===== config.mk =====
export PLATFORM = sky130hd
export DESIGN_NAME = lab2_mem_stream_loader_flat
export DESIGN_NICKNAME = d
export VERILOG_FILES = /design/src/rtl/lab2_mem_stream_loader_pkg.sv /design/src/rtl/lab2_mem_stream_loader_if.sv /design/src/rtl/lab2_byte_packer.sv /design/src/rtl/lab2_mem_stream_loader.sv /design/src/flat_wrapper.sv
export SDC_FILE = /design/constraint.sdc
export NUM_CORES = 1
export LEC_CHECK = 0
export CORE_MARGIN = 2
export CORE_UTILIZATION = 51
export CTS_CLUSTER_SIZE = 14
export DETAILED_ROUTE_END_ITERATION = 12
export MAX_ROUTING_LAYER = met4
export PLACE_DENSITY = 0.77
export REMOVE_ABC_BUFFERS = 1
export SLEW_MARGIN = 10
export SYNTH_ARGS = -nofsm -noshare
export SYNTH_HDL_FRONTEND = slang
export SYNTH_HIERARCHICAL = 1
export SYNTH_SLANG_ARGS = --single-unit

===== constraint.sdc =====
create_clock -name clk -period 3.54 [get_ports clk]
set_input_delay 0.708 -clock clk [delete_from_list [all_inputs] [get_ports clk]]
set_output_delay 0.708 -clock clk [all_outputs]
set_load 0.005 [all_outputs]

===== src/rtl/lab2_mem_stream_loader_pkg.sv =====
// rtl/lab2_mem_stream_loader_pkg.sv - shared constants, state type and helpers for the stream loader
package lab2_mem_stream_loader_pkg;

  localparam int DEPTH_DEF  = 8000;
  localparam int ADDR_W_DEF = 13;

  localparam logic [3:0] BE_FULL = 4'hF;
  localparam logic [3:0] BE_NONE = 4'h0;

  typedef enum logic [2:0] {
    ST_IDLE,
    ST_FILL,
    ST_WRITE,
    ST_VERIFY,
    ST_VWAIT,
    ST_DONE
  } state_e;

  // Expand a 4-bit byte enable into a 32-bit per-byte data mask.
  function automatic logic [31:0] be_to_mask(input logic [3:0] be);
    logic [31:0] m;
    for (int i = 0; i < 4; i++) begin
      m[8*i +: 8] = {8{be[i]}};
    end
    return m;
  endfunction

endpackage


===== src/rtl/lab2_mem_stream_loader_if.sv =====
// rtl/lab2_mem_stream_loader_if.sv - byte stream and RAM bus interfaces for the stream loader
interface lab2_stream_if;
  logic [7:0] in_data;
  logic       in_valid;
  logic       in_last;
  logic       in_ready;

  modport master (output in_data, output in_valid, output in_last, input in_ready);
  modport slave  (input in_data, input in_valid, input in_last, output in_ready);
endinterface

interface lab2_mem_if
  import lab2_mem_stream_loader_pkg::*;
#(
  parameter int ADDR_W = ADDR_W_DEF
);
  logic [ADDR_W-1:0] mem_address;
  logic [3:0]        mem_byteenable;
  logic              mem_chipselect;
  logic              mem_write;
  logic [31:0]       mem_writedata;
  logic              mem_clken;
  logic [31:0]       mem_readdata;

  modport master (
    output mem_address, output mem_byteenable, output mem_chipselect,
    output mem_write, output mem_writedata, output mem_clken,
    input  mem_readdata
  );
  modport slave (
    input  mem_address, input mem_byteenable, input mem_chipselect,
    input  mem_write, input mem_writedata, input mem_clken,
    output mem_readdata
  );
endinterface


===== src/rtl/lab2_byte_packer.sv =====
// rtl/lab2_byte_packer.sv - packs accepted stream bytes little-endian into one 32-bit word
module lab2_byte_packer
  import lab2_mem_stream_loader_pkg::*;
(
  input  logic        clk,
  input  logic        reset,
  input  logic        clear_i,
  input  logic        enable_i,
  input  logic [7:0]  in_data_i,
  input  logic        in_valid_i,
  input  logic        in_last_i,
  output logic        word_valid_o,
  output logic [31:0] word_o,
  output logic [3:0]  be_o,
  output logic        last_o
);

  logic [1:0]  idx_q, idx_d;
  logic [31:0] word_q, word_d;
  logic [3:0]  be_q, be_d;
  logic        last_q, last_d;
  logic        accept;

  assign accept = enable_i & in_valid_i;

  // Drop each accepted byte into the next lane; clear wins so a fresh word starts empty.
  always_comb begin
    idx_d  = idx_q;
    word_d = word_q;
    be_d   = be_q;
    last_d = last_q;
    if (clear_i) begin
      idx_d  = 2'd0;
      word_d = '0;
      be_d   = BE_NONE;
      last_d = 1'b0;
    end else if (accept) begin
      word_d[8*idx_q +: 8] = in_data_i;
      be_d[idx_q]          = 1'b1;
      idx_d                = idx_q + 2'd1;
      last_d               = last_q | in_last_i;
    end
  end

  // Pack state register.
  always_ff @(posedge clk) begin
    if (reset) begin
      idx_q  <= 2'd0;
      word_q <= '0;
      be_q   <= BE_NONE;
      last_q <= 1'b0;
    end else begin
      idx_q  <= idx_d;
      word_q <= word_d;
      be_q   <= be_d;
      last_q <= last_d;
    end
  end

  // A word is complete on the fourth lane or on the final stream byte.
  assign word_valid_o = accept & ((idx_q == 2'd3) | in_last_i);
  assign word_o       = word_q;
  assign be_o         = be_q;
  assign last_o       = last_q;

endmodule


===== src/rtl/lab2_mem_stream_loader.sv =====
// rtl/lab2_mem_stream_loader.sv - stream-to-RAM loader with readback checksum verification
module lab2_mem_stream_loader
  import lab2_mem_stream_loader_pkg::*;
#(
  parameter int DEPTH  = DEPTH_DEF,
  parameter int ADDR_W = ADDR_W_DEF
) (
  input  logic              clk,
  input  logic              reset,
  input  logic              start,
  input  logic [ADDR_W-1:0] base_addr,
  lab2_stream_if.slave      s_in,
  lab2_mem_if.master        mem,
  output logic              busy,
  output logic              done,
  output logic              overflow,
  output logic              verify_ok,
  output logic [ADDR_W:0]   word_count,
  output logic [31:0]       checksum
);

  localparam logic [ADDR_W:0]   DEPTH_X   = (ADDR_W+1)'(DEPTH);
  localparam logic [ADDR_W-1:0] LAST_ADDR = ADDR_W'(DEPTH - 1);

  state_e            state_q, state_d;
  logic [ADDR_W-1:0] base_q, ptr_q, rptr_q;
  logic [ADDR_W:0]   wc_q;
  logic [31:0]       checksum_q, rd_sum_q, rd_sum_nxt;
  logic [3:0]        last_be_q;
  logic              overflow_q, verify_ok_q;
  logic              rd_valid_q, rd_last_q;

  logic              pk_word_valid, pk_last, pk_clear;
  logic [31:0]       pk_word;
  logic [3:0]        pk_be;
  logic              base_oob, rptr_at_end;

  assign base_oob    = {1'b0, base_addr} >= DEPTH_X;
  assign rptr_at_end = ({1'b0, rptr_q} + 1'b1) == ({1'b0, base_q} + wc_q);
  assign pk_clear    = ((state_q == ST_IDLE) && start) || (state_q == ST_WRITE);

  // Readback data lands one cycle after its address; the final word only counts its written lanes.
  assign rd_sum_nxt = rd_valid_q
                    ? rd_sum_q + (mem.mem_readdata & (rd_last_q ? be_to_mask(last_be_q) : 32'hFFFF_FFFF))
                    : rd_sum_q;

  lab2_byte_packer u_packer (
    .clk          (clk),
    .reset        (reset),
    .clear_i      (pk_clear),
    .enable_i     (state_q == ST_FILL),
    .in_data_i    (s_in.in_data),
    .in_valid_i   (s_in.in_valid),
    .in_last_i    (s_in.in_last),
    .word_valid_o (pk_word_valid),
    .word_o       (pk_word),
    .be_o         (pk_be),
    .last_o       (pk_last)
  );

  // State register.
  always_ff @(posedge clk) begin
    if (reset) state_q <= ST_IDLE;
    else       state_q <= state_d;
  end

  // Next-state: fill/write loop, then readback, then a one-cycle done.
  always_comb begin
    state_d = state_q;
    unique case (state_q)
      ST_IDLE:   if (start) state_d = base_oob ? ST_DONE : ST_FILL;
      ST_FILL:   if (pk_word_valid) state_d = ST_WRITE;
      ST_WRITE: begin
        if (pk_last)                 state_d = ST_VERIFY;
        else if (ptr_q == LAST_ADDR) state_d = ST_DONE;
        else                         state_d = ST_FILL;
      end
      ST_VERIFY: if (rptr_at_end) state_d = ST_VWAIT;
      ST_VWAIT:  state_d = ST_DONE;
      ST_DONE:   state_d = ST_IDLE;
      default:   state_d = ST_IDLE;
    endcase
  end

  // Pointers, sums and result flags; results hold until the next accepted start.
  always_ff @(posedge clk) begin
    if (reset) begin
      base_q      <= '0;
      ptr_q       <= '0;
      rptr_q      <= '0;
      wc_q        <= '0;
      checksum_q  <= '0;
      rd_sum_q    <= '0;
      last_be_q   <= BE_FULL;
      overflow_q  <= 1'b0;
      verify_ok_q <= 1'b0;
      rd_valid_q  <= 1'b0;
      rd_last_q   <= 1'b0;
    end else begin
      rd_valid_q <= (state_q == ST_VERIFY);
      rd_last_q  <= (state_q == ST_VERIFY) && rptr_at_end;
      rd_sum_q   <= rd_sum_nxt;
      unique case (state_q)
        ST_IDLE: if (start) begin
          base_q      <= base_addr;
          ptr_q       <= base_addr;
          rptr_q      <= base_addr;
          wc_q        <= '0;
          checksum_q  <= '0;
          rd_sum_q    <= '0;
          overflow_q  <= base_oob;
          verify_ok_q <= 1'b0;
        end
        ST_WRITE: begin
          checksum_q <= checksum_q + pk_word;
          wc_q       <= wc_q + 1'b1;
          last_be_q  <= pk_be;
          if (pk_last)                 rptr_q     <= base_q;
          else if (ptr_q == LAST_ADDR) overflow_q <= 1'b1;
          else                         ptr_q      <= ptr_q + 1'b1;
        end
        ST_VERIFY: rptr_q <= rptr_q + 1'b1;
        ST_VWAIT:  verify_ok_q <= (rd_sum_nxt == checksum_q) && !overflow_q;
        default: ;
      endcase
    end
  end

  // Bus and status outputs decoded from the current state.
  always_comb begin
    s_in.in_ready      = 1'b0;
    mem.mem_address    = '0;
    mem.mem_byteenable = BE_FULL;
    mem.mem_chipselect = 1'b0;
    mem.mem_write      = 1'b0;
    mem.mem_writedata  = '0;
    mem.mem_clken      = 1'b1;
    busy               = (state_q != ST_IDLE);
    done               = (state_q == ST_DONE);
    unique case (state_q)
      ST_FILL: s_in.in_ready = 1'b1;
      ST_WRITE: begin
        mem.mem_chipselect = 1'b1;
        mem.mem_write      = 1'b1;
        mem.mem_address    = ptr_q;
        mem.mem_byteenable = pk_be;
        mem.mem_writedata  = pk_word;
      end
      ST_VERIFY: begin
        mem.mem_chipselect = 1'b1;
        mem.mem_address    = rptr_q;
      end
      default: ;
    endcase
  end

  assign overflow   = overflow_q;
  assign verify_ok  = verify_ok_q;
  assign word_count = wc_q;
  assign checksum   = checksum_q;

endmodule


===== src/flat_wrapper.sv =====
// flat-port wrapper written by rule: the top's interface ports become plain ports
module lab2_mem_stream_loader_flat import lab2_mem_stream_loader_pkg::*;
#(
  parameter int DEPTH  = DEPTH_DEF,
  parameter int ADDR_W = ADDR_W_DEF
)
  (clk, reset, start, base_addr, busy, done, overflow, verify_ok, word_count, checksum, s_in_in_data, s_in_in_valid, s_in_in_last, s_in_in_ready, mem_mem_address, mem_mem_byteenable, mem_mem_chipselect, mem_mem_write, mem_mem_writedata, mem_mem_clken, mem_mem_readdata);
  lab2_stream_if s_in_i ();
  lab2_mem_if #(.ADDR_W(ADDR_W)) mem_i ();
  input  logic clk;
  input  logic reset;
  input  logic start;
  input  logic [ADDR_W-1:0] base_addr;
  output logic busy;
  output logic done;
  output logic overflow;
  output logic verify_ok;
  output logic [ADDR_W:0] word_count;
  output logic [31:0] checksum;
  input wire logic [$bits(s_in_i.in_data)-1:0] s_in_in_data;
  input wire logic [$bits(s_in_i.in_valid)-1:0] s_in_in_valid;
  input wire logic [$bits(s_in_i.in_last)-1:0] s_in_in_last;
  output wire logic [$bits(s_in_i.in_ready)-1:0] s_in_in_ready;
  output wire logic [$bits(mem_i.mem_address)-1:0] mem_mem_address;
  output wire logic [$bits(mem_i.mem_byteenable)-1:0] mem_mem_byteenable;
  output wire logic [$bits(mem_i.mem_chipselect)-1:0] mem_mem_chipselect;
  output wire logic [$bits(mem_i.mem_write)-1:0] mem_mem_write;
  output wire logic [$bits(mem_i.mem_writedata)-1:0] mem_mem_writedata;
  output wire logic [$bits(mem_i.mem_clken)-1:0] mem_mem_clken;
  input wire logic [$bits(mem_i.mem_readdata)-1:0] mem_mem_readdata;
  assign s_in_i.in_data = s_in_in_data;
  assign s_in_i.in_valid = s_in_in_valid;
  assign s_in_i.in_last = s_in_in_last;
  assign s_in_in_ready = s_in_i.in_ready;
  assign mem_mem_address = mem_i.mem_address;
  assign mem_mem_byteenable = mem_i.mem_byteenable;
  assign mem_mem_chipselect = mem_i.mem_chipselect;
  assign mem_mem_write = mem_i.mem_write;
  assign mem_mem_writedata = mem_i.mem_writedata;
  assign mem_mem_clken = mem_i.mem_clken;
  assign mem_i.mem_readdata = mem_mem_readdata;
  lab2_mem_stream_loader #(.DEPTH(DEPTH), .ADDR_W(ADDR_W)) u_core (.clk(clk), .reset(reset), .start(start), .base_addr(base_addr), .s_in(s_in_i), .mem(mem_i), .busy(busy), .done(done), .overflow(overflow), .verify_ok(verify_ok), .word_count(word_count), .checksum(checksum));
endmodule

After elaboration in Yosys (flattened, before gate mapping)
Cells that the tools add are included.
{"block": "word_totals", "ff_bits": 167, "inputBits": 58, "output_inout_bits": 103, "word_cells": 108}
{"block": "op_classes", "addsub": 9, "order_cmp": 3, "eq_ne": 16, "shifts": 2, "muxes": 36, "bitwise_logic": 6, "reduce_logical": 20}
{"op": "32-bit two-way mux", "count": 6}
{"op": "32-bit adder", "count": 2}
{"op": "32-bit case mux with 2 select lines", "count": 1}
{"op": "13-bit two-way mux", "count": 4}
{"op": "13-bit case mux with 2 select lines", "count": 2}
{"op": "13-bit case mux with 3 select lines", "count": 1}
{"op": "5-bit negator with 34-bit output", "count": 1}
{"op": "8-bit by 34-bit variable shift with 32-bit output, first input constant", "count": 1}
{"op": "8-bit by 34-bit indexed part select with 32-bit output", "count": 1}
{"op": "32-bit bitwise AND", "count": 1}
{"op": "32-bit bitwise mux", "count": 1}
{"op": "32-bit equality test", "count": 1}
{"op": "14-bit case mux with 2 select lines", "count": 1}
{"op": "13-bit by 1-bit adder with 13-bit output, second input constant", "count": 2}
{"op": "3-bit two-way mux", "count": 6}
{"op": "3-bit case mux with 5 select lines", "count": 1}
{"op": "13-bit by 1-bit adder with 14-bit output, second input constant", "count": 1}
{"op": "13-bit by 14-bit adder with 14-bit output", "count": 1}
{"op": "14-bit by 1-bit adder with 14-bit output, second input constant", "count": 1}
{"op": "14-bit equality test", "count": 1}
{"op": "14-bit two-way mux", "count": 1}
{"op": "13-bit equality test, second input constant", "count": 1}
{"op": "13-bit >= comparator, second input constant", "count": 1}
{"op": "2-bit inequality test, second input constant", "count": 5}
{"op": "25 further kinds", "count": 48}

Longest topological paths before layout
Gate-level depths: netlist of the first run.
{"block": "depth", "word_depth": 7, "depth_mapped": 15, "ltp_nobuf": 15}

Cells and area by module
The synthesis of the first run kept the hierarchy.
{"module": "lab2_mem_stream_loader", "n_inst": 1, "cells_per_inst": 1494, "area_per_inst_um2": 11212.0, "seq_area_each_um2": 2562.5}
{"module": "lab2_byte_packer", "n_inst": 1, "cells_per_inst": 150, "area_per_inst_um2": 1492.7, "seq_area_each_um2": 780.7}

Worst setup path after synthesis of the first run
OpenSTA, ideal clock, no wires.
{"block": "synth_path", "path_kind": "input to register", "start": "input port mem_mem_readdata[0]", "end": "register u_core.verify_ok_q, in the netlist u_core/verify_ok", "setup_ns": 0.069, "arrival_ns": 3.706, "required_ns": 3.471, "slack_ns": -0.235, "stages": 14, "path_buffers": 0, "cell_sequence": "and2_1 -> ha_1 -> fa_1 -> a21o_1 -> a221o_1 -> a31o_2 -> xnor2_2 -> a21oi_1 -> a2111oi_0 -> a41oi_1 -> a2111oi_2 -> nand4_1 -> or4_1 -> o21ai_1"}
{"block": "synth_between", "elab_chain_cells": 6}
{"element": "start, declared", "line": "flat_wrapper.sv:30", "rtl": "input wire logic [$bits(mem_i.mem_readdata)-1:0] mem_mem_readdata;"}
{"element": "32-bit bitwise AND", "line": "lab2_mem_stream_loader.sv:44", "rtl": "? rd_sum_q + (mem.mem_readdata & (rd_last_q ? be_to_mask(last_be_q) : 32'hFFFF_FFFF))"}
{"element": "32-bit adder", "line": "lab2_mem_stream_loader.sv:44"}
{"element": "32-bit two-way mux", "line": "lab2_mem_stream_loader.sv:44"}
{"element": "32-bit equality test", "line": "lab2_mem_stream_loader.sv:123", "rtl": "ST_VWAIT: verify_ok_q <= (rd_sum_nxt == checksum_q) && !overflow_q;"}
{"element": "1-bit logical AND", "line": "lab2_mem_stream_loader.sv:123"}
{"element": "1-bit case mux with 2 select lines", "line": "lab2_mem_stream_loader.sv:103", "rtl": "unique case (state_q)"}
{"element": "end signal, assigned", "line": "lab2_mem_stream_loader.sv:123"}
{"element": "end, declared", "line": "lab2_mem_stream_loader.sv:30", "rtl": "logic overflow_q, verify_ok_q;"}
Every way passes these cells.
A chain may end at the register's enable or synchronous reset.

Worst setup path in the final report of the first run
{"block": "layout_path", "start": "input port mem_mem_readdata[2]", "end": "register u_core.verify_ok_q, in the netlist u_core/verify_ok"}
The elaborated chain is that of the path after synthesis.

==> results of run 1 <==
-- worst max-delay path: cells and delay by family --
kind / cells / cell delay, ns
XOR/XNOR: 1 / 0.15
AO/OA/AOI/OAI: 5 / 1.19
buffers and inverters: 8 / 1.36
AND/OR/NAND/NOR: 3 / 0.50
adder cells (fa/ha/maj): 1 / 0.37
-- per-stage QoR --
stage | utilization [%] | std cells | hold WS (ns) | cell area [um2]
2_1_floorplan | - | 1556 | 0.431 | 12300
3_3_place_gp | 64.9 | 2235 | 0.447 | 15800
3_5_place_dp | 64.9 | 2235 | 0.465 | 15800
4_1_cts | 68.9 | 2280 | 0.480 | 16800
5_1_grt | 69.8 | 2285 | 0.505 | 17000
6_report | 69.8 | 2285 | 0.480 | 17000
-- cells by family (layout without fill, tap and decap cells) --
group	count (synthesis)	count (layout)	share of synthesized area [%]
DFF	167	167	26.3
and+or+nand+nor	631	631	24.0
buffers and inverters	127	444	4.02
AOI/OAI and AO/OA	441	441	23.1
xor gates and xnor gates	140	140	9.77
other	1	1	0.0295
adders and majority gates	89	89	8.94
muxes	48	48	3.82
-- final cells by class --
| cell class | count | area share, % |
|---|---|---|
| Clock inverter | 14 | 0.838 |
| Sequential cell | 167 | 19.7 |
| Clock buffer | 17 | 2.50 |
| Timing Repair Buffer | 374 | 19.1 |
| Tap cell | 324 | 2.38 |
| Inverter | 39 | 0.882 |
| Multi-Input combinational cell | 1350 | 54.7 |
-- metal layers --
layer | vias up | part of all wire (%)
met5 | - | 0
met4 | 0 | 4.4
met3 | 123 | 6.8
met2 | 578 | 48
met1 | 6377 | 41
li1 | 6512 | -
-- layout by cell type, fill, tap and decap left out, types with 66 or more instances in the layout --
cell type / count
nand2_1: 153
ha_1: 75
o21ai_0: 66
and2_1: 67
buf_4: 210
dfxtp_1: 162
xnor2_1: 73
nand3_1: 85
clkdlybuf4s50_1: 156
nor2_1: 182
a21oi_1: 120
-- path summary, 6_finish.rpt --
kind,cells after the start,slack [ns],end,startpoint
worst min-delay path,2,0.48,u_core/base_q[3],u_core/base_q[3]
worst min register to register,2,0.48,u_core/base_q[3],u_core/base_q[3]
worst max register to register,19,-0.35,u_core/verify_ok,u_core/last_be_q[0]
worst max-delay path,18,-0.37,u_core/verify_ok,mem_mem_readdata[2]
-- flip-flops by register name, indices dropped and copies added, names as in the netlist --
signal / flops
u_core/overflow: 1
u_core/state_q: 3
u_core/checksum: 32
u_core/last_be_q: 4
u_core/u_packer/be_o: 4
u_core/u_packer/last_o: 1
u_core/word_count: 14
u_core/rd_valid_q: 1
u_core/verify_ok: 1
u_core/base_q: 13
u_core/rd_sum_q: 32
u_core/rptr_q: 13
u_core/u_packer/idx_q: 2
u_core/u_packer/word_o: 32
u_core/ptr_q: 13
u_core/rd_last_q: 1
-- power groups by stage --
stage | combinational (mW) | clock [mW] | sequential (mW)
after floorplan | 0.742 | 0 | 2.11
after global placement | 1.26 | 0 | 2.10
after detailed placement | 1.28 | 0 | 2.11
after CTS | 1.32 | 1.88 | 2.07
after global routing | 1.48 | 1.96 | 2.08
final | 1.36 | 1.87 | 2.07
-- timing repair --
| action | CTS | global route |
|---|---|---|
| endpoints found under the setup margin | 11 | 36 |
| gates resized for setup | 58 | 33 |
| hold endpoints to repair | 0 | 0 |
| setup buffers | 14 | 5 |
| pin swaps | 38 | 29 |
==> flow_metrics.py, run 1 <==
metrics = {
    "yosys": {
        "synth_area_per_cell_um2": 7.73,
        "ys_seq_elements": 167,
        "yosysTopAreaCell": "dfxtp_1",
        "synth-async-reset-ratio_pct": 0,
        "synth_top_area_share_pct": 26.3,
        "synth_common_cells": "nor2_1 (183), dfxtp_1 (167), nand2_1 (154)",
        "ys_seq_area_share_pct": 26.3,
        "synth_area_leaders": "dfxtp_1 (26%), ha_1 (8.5%), nor2_1 (5.4%)",
        "synth_flop_cell": "dfxtp_1",
        "yosysWarnings": 6,
        "yosysMostFrequentCell": "nor2_1",
        "synth_area_um2": 12700,
        "synth_cell_types": 88,
        "synth_edf_count": 0,
        "syn_inst": 1644,
    },
    "floorplanning": {
        "coreArea_um2": 24400,
        "io_pins": 161,
        "fp.dieH_um": 162,
        "die_area_um2": 26200,
        "row_count": 57,
        "initial_core_util_pct": 52.1,
        "die_x_um": 162,
    },
    "sta": {
        "clock.fmax_mhz": 256,
        "setup_viol": 2,
        "maxSlewViolCount": 0,
        "fin_crit_sh_pct": 110,
        "setup_ws_ns": -0.370,
        "hold_viol_final": 0,
        "slew_headroom_pct": 46.7,
        "tns_ns": -0.408,
        "fin_crit_ns": 3.91,
        "finalClockSkew_ns": 0.0173,
        "rsz0062_at_grt": "yes",
        "tightest_slew_ns": 0.800,
    },
    "placed_design": {
        "pre_cts_slack_ns": -1.10,
        "gp_congestion": 0.956,
        "port-buffer-count": 159,
        "hpwl_mm": 32.8,
    },
    "global_routing": {
        "grtUsageTotal_pct": 33.4,
        "grt_util_met1_pct": 40.1,
        "grt_pass1_vias": 13200,
        "gr-total-overflow": 0,
        "grt_max_degree": 71,
        "use_met2_pct": 56.4,
        "grt_first_pass_wirelength_mm": 68.1,
        "use_met3_pct": 4.03,
        "antenna_found_initial": 0,
        "grt.busiest_layer": "met2",
    },
    "drt": {
        "drtIter0Drc": 974,
        "wirelength_mm": 43.6,
        "first_pass_iters": 5,
        "ant_nets": 0,
        "vias": 13600,
        "drcViolationCount": 0,
        "wl_per_cell_um": 19.1,
        "viasPerCell": 5.95,
    },
    "clock_network": {
        "cts-root-buf": "clkbuf_16",
        "clock_sinks": 167,
        "cts_made_buffers": 17,
        "clkTransAtPathRegs_ns": 0.08,
        "ctsHoldBuffers": 0,
        "h-tree-depth": 4,
        "insertion_delay_ns": 0.44,
        "cts_tree": "yes",
        "clk_path_buf_depth": 2,
    },
    "setup_path": {
        "slowest_stage": "o41a_1",
        "critPathLaunchType": "input pin",
        "path_common_cell": "buf_4",
        "cp_data_arrival_time_ns": 4.29,
        "crit_type": "in -> reg",
        "cp_cell_sequence": "clkdlybuf4s50_1 > and2_1 > ha_2 > a21o_1 > a221o_1 > buf_4 > nand4_1 > buf_4 > buf_4 > buf_4 > buf_4 > buf_4 > buf_4 > a41oi_2 > xnor2_1 > nand3_1 > o41a_1 > o21ai_1",
        "max_stage_delay_ns": 0.44,
        "end_kind": "register",
        "cp.required_ns": 3.92,
        "cp_max_fo": 3,
    },
    "cells_and_area": {
        "diodes": 0,
        "multiInputGateArea_um2": 9300,
        "syn2layout_area_growth_pct": 33.9,
        "seq_area_um2": 3350,
        "num-nets-final": 2096,
        "drive_gt1_share_pct": 18.1,
        "fillers": 2014,
    },
    "power": {
        "clkPwrFrac_pct": 35.3,
        "internal-power_mw": 3.54,
        "switching_share_pct": 33.4,
        "leakagePower_nw": 7.17,
        "power.switching_mw": 1.77,
        "total_power_mw": 5.31,
        "p_comb_share_pct": 25.7,
        "power_density_nw_per_um2": 312,
        "vdd_ir_drop_max_v": 0.000294,
        "seqPwrFrac_pct": 39.0,
    },
    "hold_path": {
        "worstHoldPathType": "reg -> reg",
    },
    "outcome": {
        "run_status": "finished with violations",
        "violations": "negative setup slack",
    },
    "job": {
        "maxCapViolations": 0,
    },
}
No activity file was read; power rests on OpenSTA's default activity.
==> run 2: changes to the inputs <==
Settings changed: PLACE_DENSITY 0.77 to 0.74.
Clock period 3.54 ns to 4.45 ns, I/O delays scaled along.
==> run 2 against run 1 <==
The flow now finishes without violations. Global-route usage down 0.86 points. Non-clock buffer count down 107. Die area unchanged. Register-to-register slack better by 0.60 ns. Sequential cell count unchanged. Sequential share of layout area up 1.5 points. Critical path type unchanged. Critical endpoint unchanged.
==> flow_metrics.py, run 2 (synthesis results as in run 1) <==
metrics = {
    "outcome": {
        "run_status": "complete, no violations",
    },
    "global_routing": {
        "grtUsageTotal_pct": 32.6,
        "grt_first_pass_wirelength_mm": 66.0,
        "gr-total-overflow": 0,
        "antenna_found_initial": 0,
        "grt_pass1_vias": 12300,
        "grt_max_degree": 66,
    },
    "placed_design": {
        "port-buffer-count": 159,
        "gp_congestion": 0.939,
        "placed_area_um2": 15200,
        "hpwl_mm": 31.6,
        "pre_cts_slack_ns": -0.326,
        "place_inst": 2147,
    },
    "setup_path": {
        "end_kind": "register",
        "crit_type": "in -> reg",
        "cp.required_ns": 4.82,
        "worst-path-buf-inv": 2,
        "crit_family": "compound AO/OA/AOI/OAI gates",
        "critPathLaunchType": "input pin",
        "cp_max_fo": 4,
        "max_stage_delay_ns": 0.40,
        "cp_data_arrival_time_ns": 4.62,
        "cp_cell_sequence": "clkdlybuf4s50_1 > and2_1 > ha_1 > fa_2 > a21o_1 > a221o_1 > buf_4 > nand4_1 > a31oi_4 > a311oi_4 > xnor2_1 > o211ai_1 > o31ai_1 > nand3_1 > or4_1 > o21ai_1",
        "slowest_stage": "or4_1",
    },
    "drt": {
        "wl_per_cell_um": 19.4,
        "vias": 13100,
        "first_pass_iters": 5,
        "viasPerCell": 6.03,
        "drtIter0Drc": 1001,
        "drcViolationCount": 0,
        "ant_nets": 0,
        "wirelength_mm": 42.2,
    },
    "floorplanning": {
        "initial_core_util_pct": 52.1,
        "die_area_um2": 26200,
        "io_pins": 161,
        "die_x_um": 162,
        "row_count": 57,
        "fp.dieH_um": 162,
        "coreArea_um2": 24400,
    },
    "sta": {
        "hold_viol_final": 0,
        "holdWs_ns": 0.477,
        "clock.fmax_mhz": 235,
        "tns_ns": 0,
        "maxSlewViolCount": 0,
        "tightest_slew_ns": 0.852,
        "slew_headroom_pct": 43.2,
        "finalClockSkew_ns": 0.0168,
        "fin_crit_sh_pct": 95.5,
        "setup_viol": 0,
        "rsz0062_at_grt": "no",
        "fin_crit_ns": 4.25,
        "setup_ws_ns": 0.199,
    },
    "cells_and_area": {
        "utilization_pct": 64.7,
        "instances_no_fill": 2178,
        "fillers": 2178,
        "fin_area_um2": 15800,
        "diodes": 0,
        "syn2layout_area_growth_pct": 24.2,
        "multiInputGateArea_um2": 8870,
        "drive_gt1_share_pct": 10.1,
        "num-nets-final": 1989,
        "layout_common_cells": "nor2_1 (183), dfxtp_1 (165), clkdlybuf4s50_1 (158), nand2_1 (153), a21oi_1 (129)",
        "final_common_cell": "nor2_1",
        "seq_area_um2": 3350,
    },
    "power": {
        "vdd_ir_drop_max_v": 0.000279,
        "total_power_mw": 4.25,
        "internal-power_mw": 2.87,
        "switching_share_pct": 32.4,
        "clkPwrFrac_pct": 37.8,
        "leakagePower_nw": 6.58,
        "power_density_nw_per_um2": 269,
        "seqPwrFrac_pct": 39.0,
        "power.switching_mw": 1.38,
        "p_comb_share_pct": 23.2,
    },
    "clock_network": {
        "h-tree-depth": 4,
        "ctsHoldBuffers": 0,
        "clock_sinks": 167,
        "cts-root-buf": "clkbuf_16",
        "cts_resized": 0,
        "insertion_delay_ns": 0.43,
        "cts_made_buffers": 17,
        "cts_setup_buffers": 0,
        "clkTransAtPathRegs_ns": 0.08,
        "cts_tree": "yes",
        "clk_path_buf_depth": 2,
    },
    "hold_path": {
        "worstHoldPathType": "reg -> reg",
    },
    "job": {
        "maxCapViolations": 0,
    },
}
run 2: worst reg2reg max path, stage by stage, from the launching register on:
cell	delay (ns)
dfxtp_1	0.33
buf_4	0.13
nand2b_1	0.24
and2_1	0.27
ha_1	0.29
a21oi_1	0.22
nor2_1	0.08
a211o_1	0.26
a311oi_1	0.29
a21oi_1	0.15
nor4_1	0.47
nand4_1	0.22
a2111oi_2	0.31
buf_4	0.17
nand4_1	0.10
or4_1	0.48
o21ai_1	0.12
run 2: path summary, 6_finish.rpt:
check                           from                       to  slack (ns)  cells past startpoint
max              mem_mem_readdata[0]         u_core/verify_ok        0.20                     16
min          u_core/u_packer/be_o[1]  u_core/u_packer/be_o[1]        0.48                      2
min reg2reg  u_core/u_packer/be_o[1]  u_core/u_packer/be_o[1]        0.48                      2
max reg2reg         u_core/rd_last_q         u_core/verify_ok        0.25                     16
run 2: layout make-up:
| cell class | instances | share of cell area (%) |
|---|---|---|
| clock buffers | 18 | 2.72 |
| clock inverters | 13 | 1.20 |
| inverters | 39 | 0.927 |
| multi-input cells | 1350 | 56.2 |
| flip-flops and latches | 167 | 21.2 |
| well taps | 324 | 2.57 |
| repair buffers | 267 | 15.2 |
run 2: metal layers:
layer	global-route usage (%)	wire [um]	vias up
met5	-	0	-
met4	11.2	1360	0
met3	3.73	2450	80
met2	54.2	20300	538
met1	41.2	18100	6231
li1	-	-	6285
run 2: power by group through the flow:
stage	registers, mW	logic, mW	clock network [mW]
6_report	1.66	0.988	1.61
5_1_grt	1.67	1.08	1.68
4_1_cts	1.65	0.973	1.62
3_5_place_dp	1.69	0.964	0
3_3_place_gp	1.68	0.951	0
2_1_floorplan	1.68	0.590	0
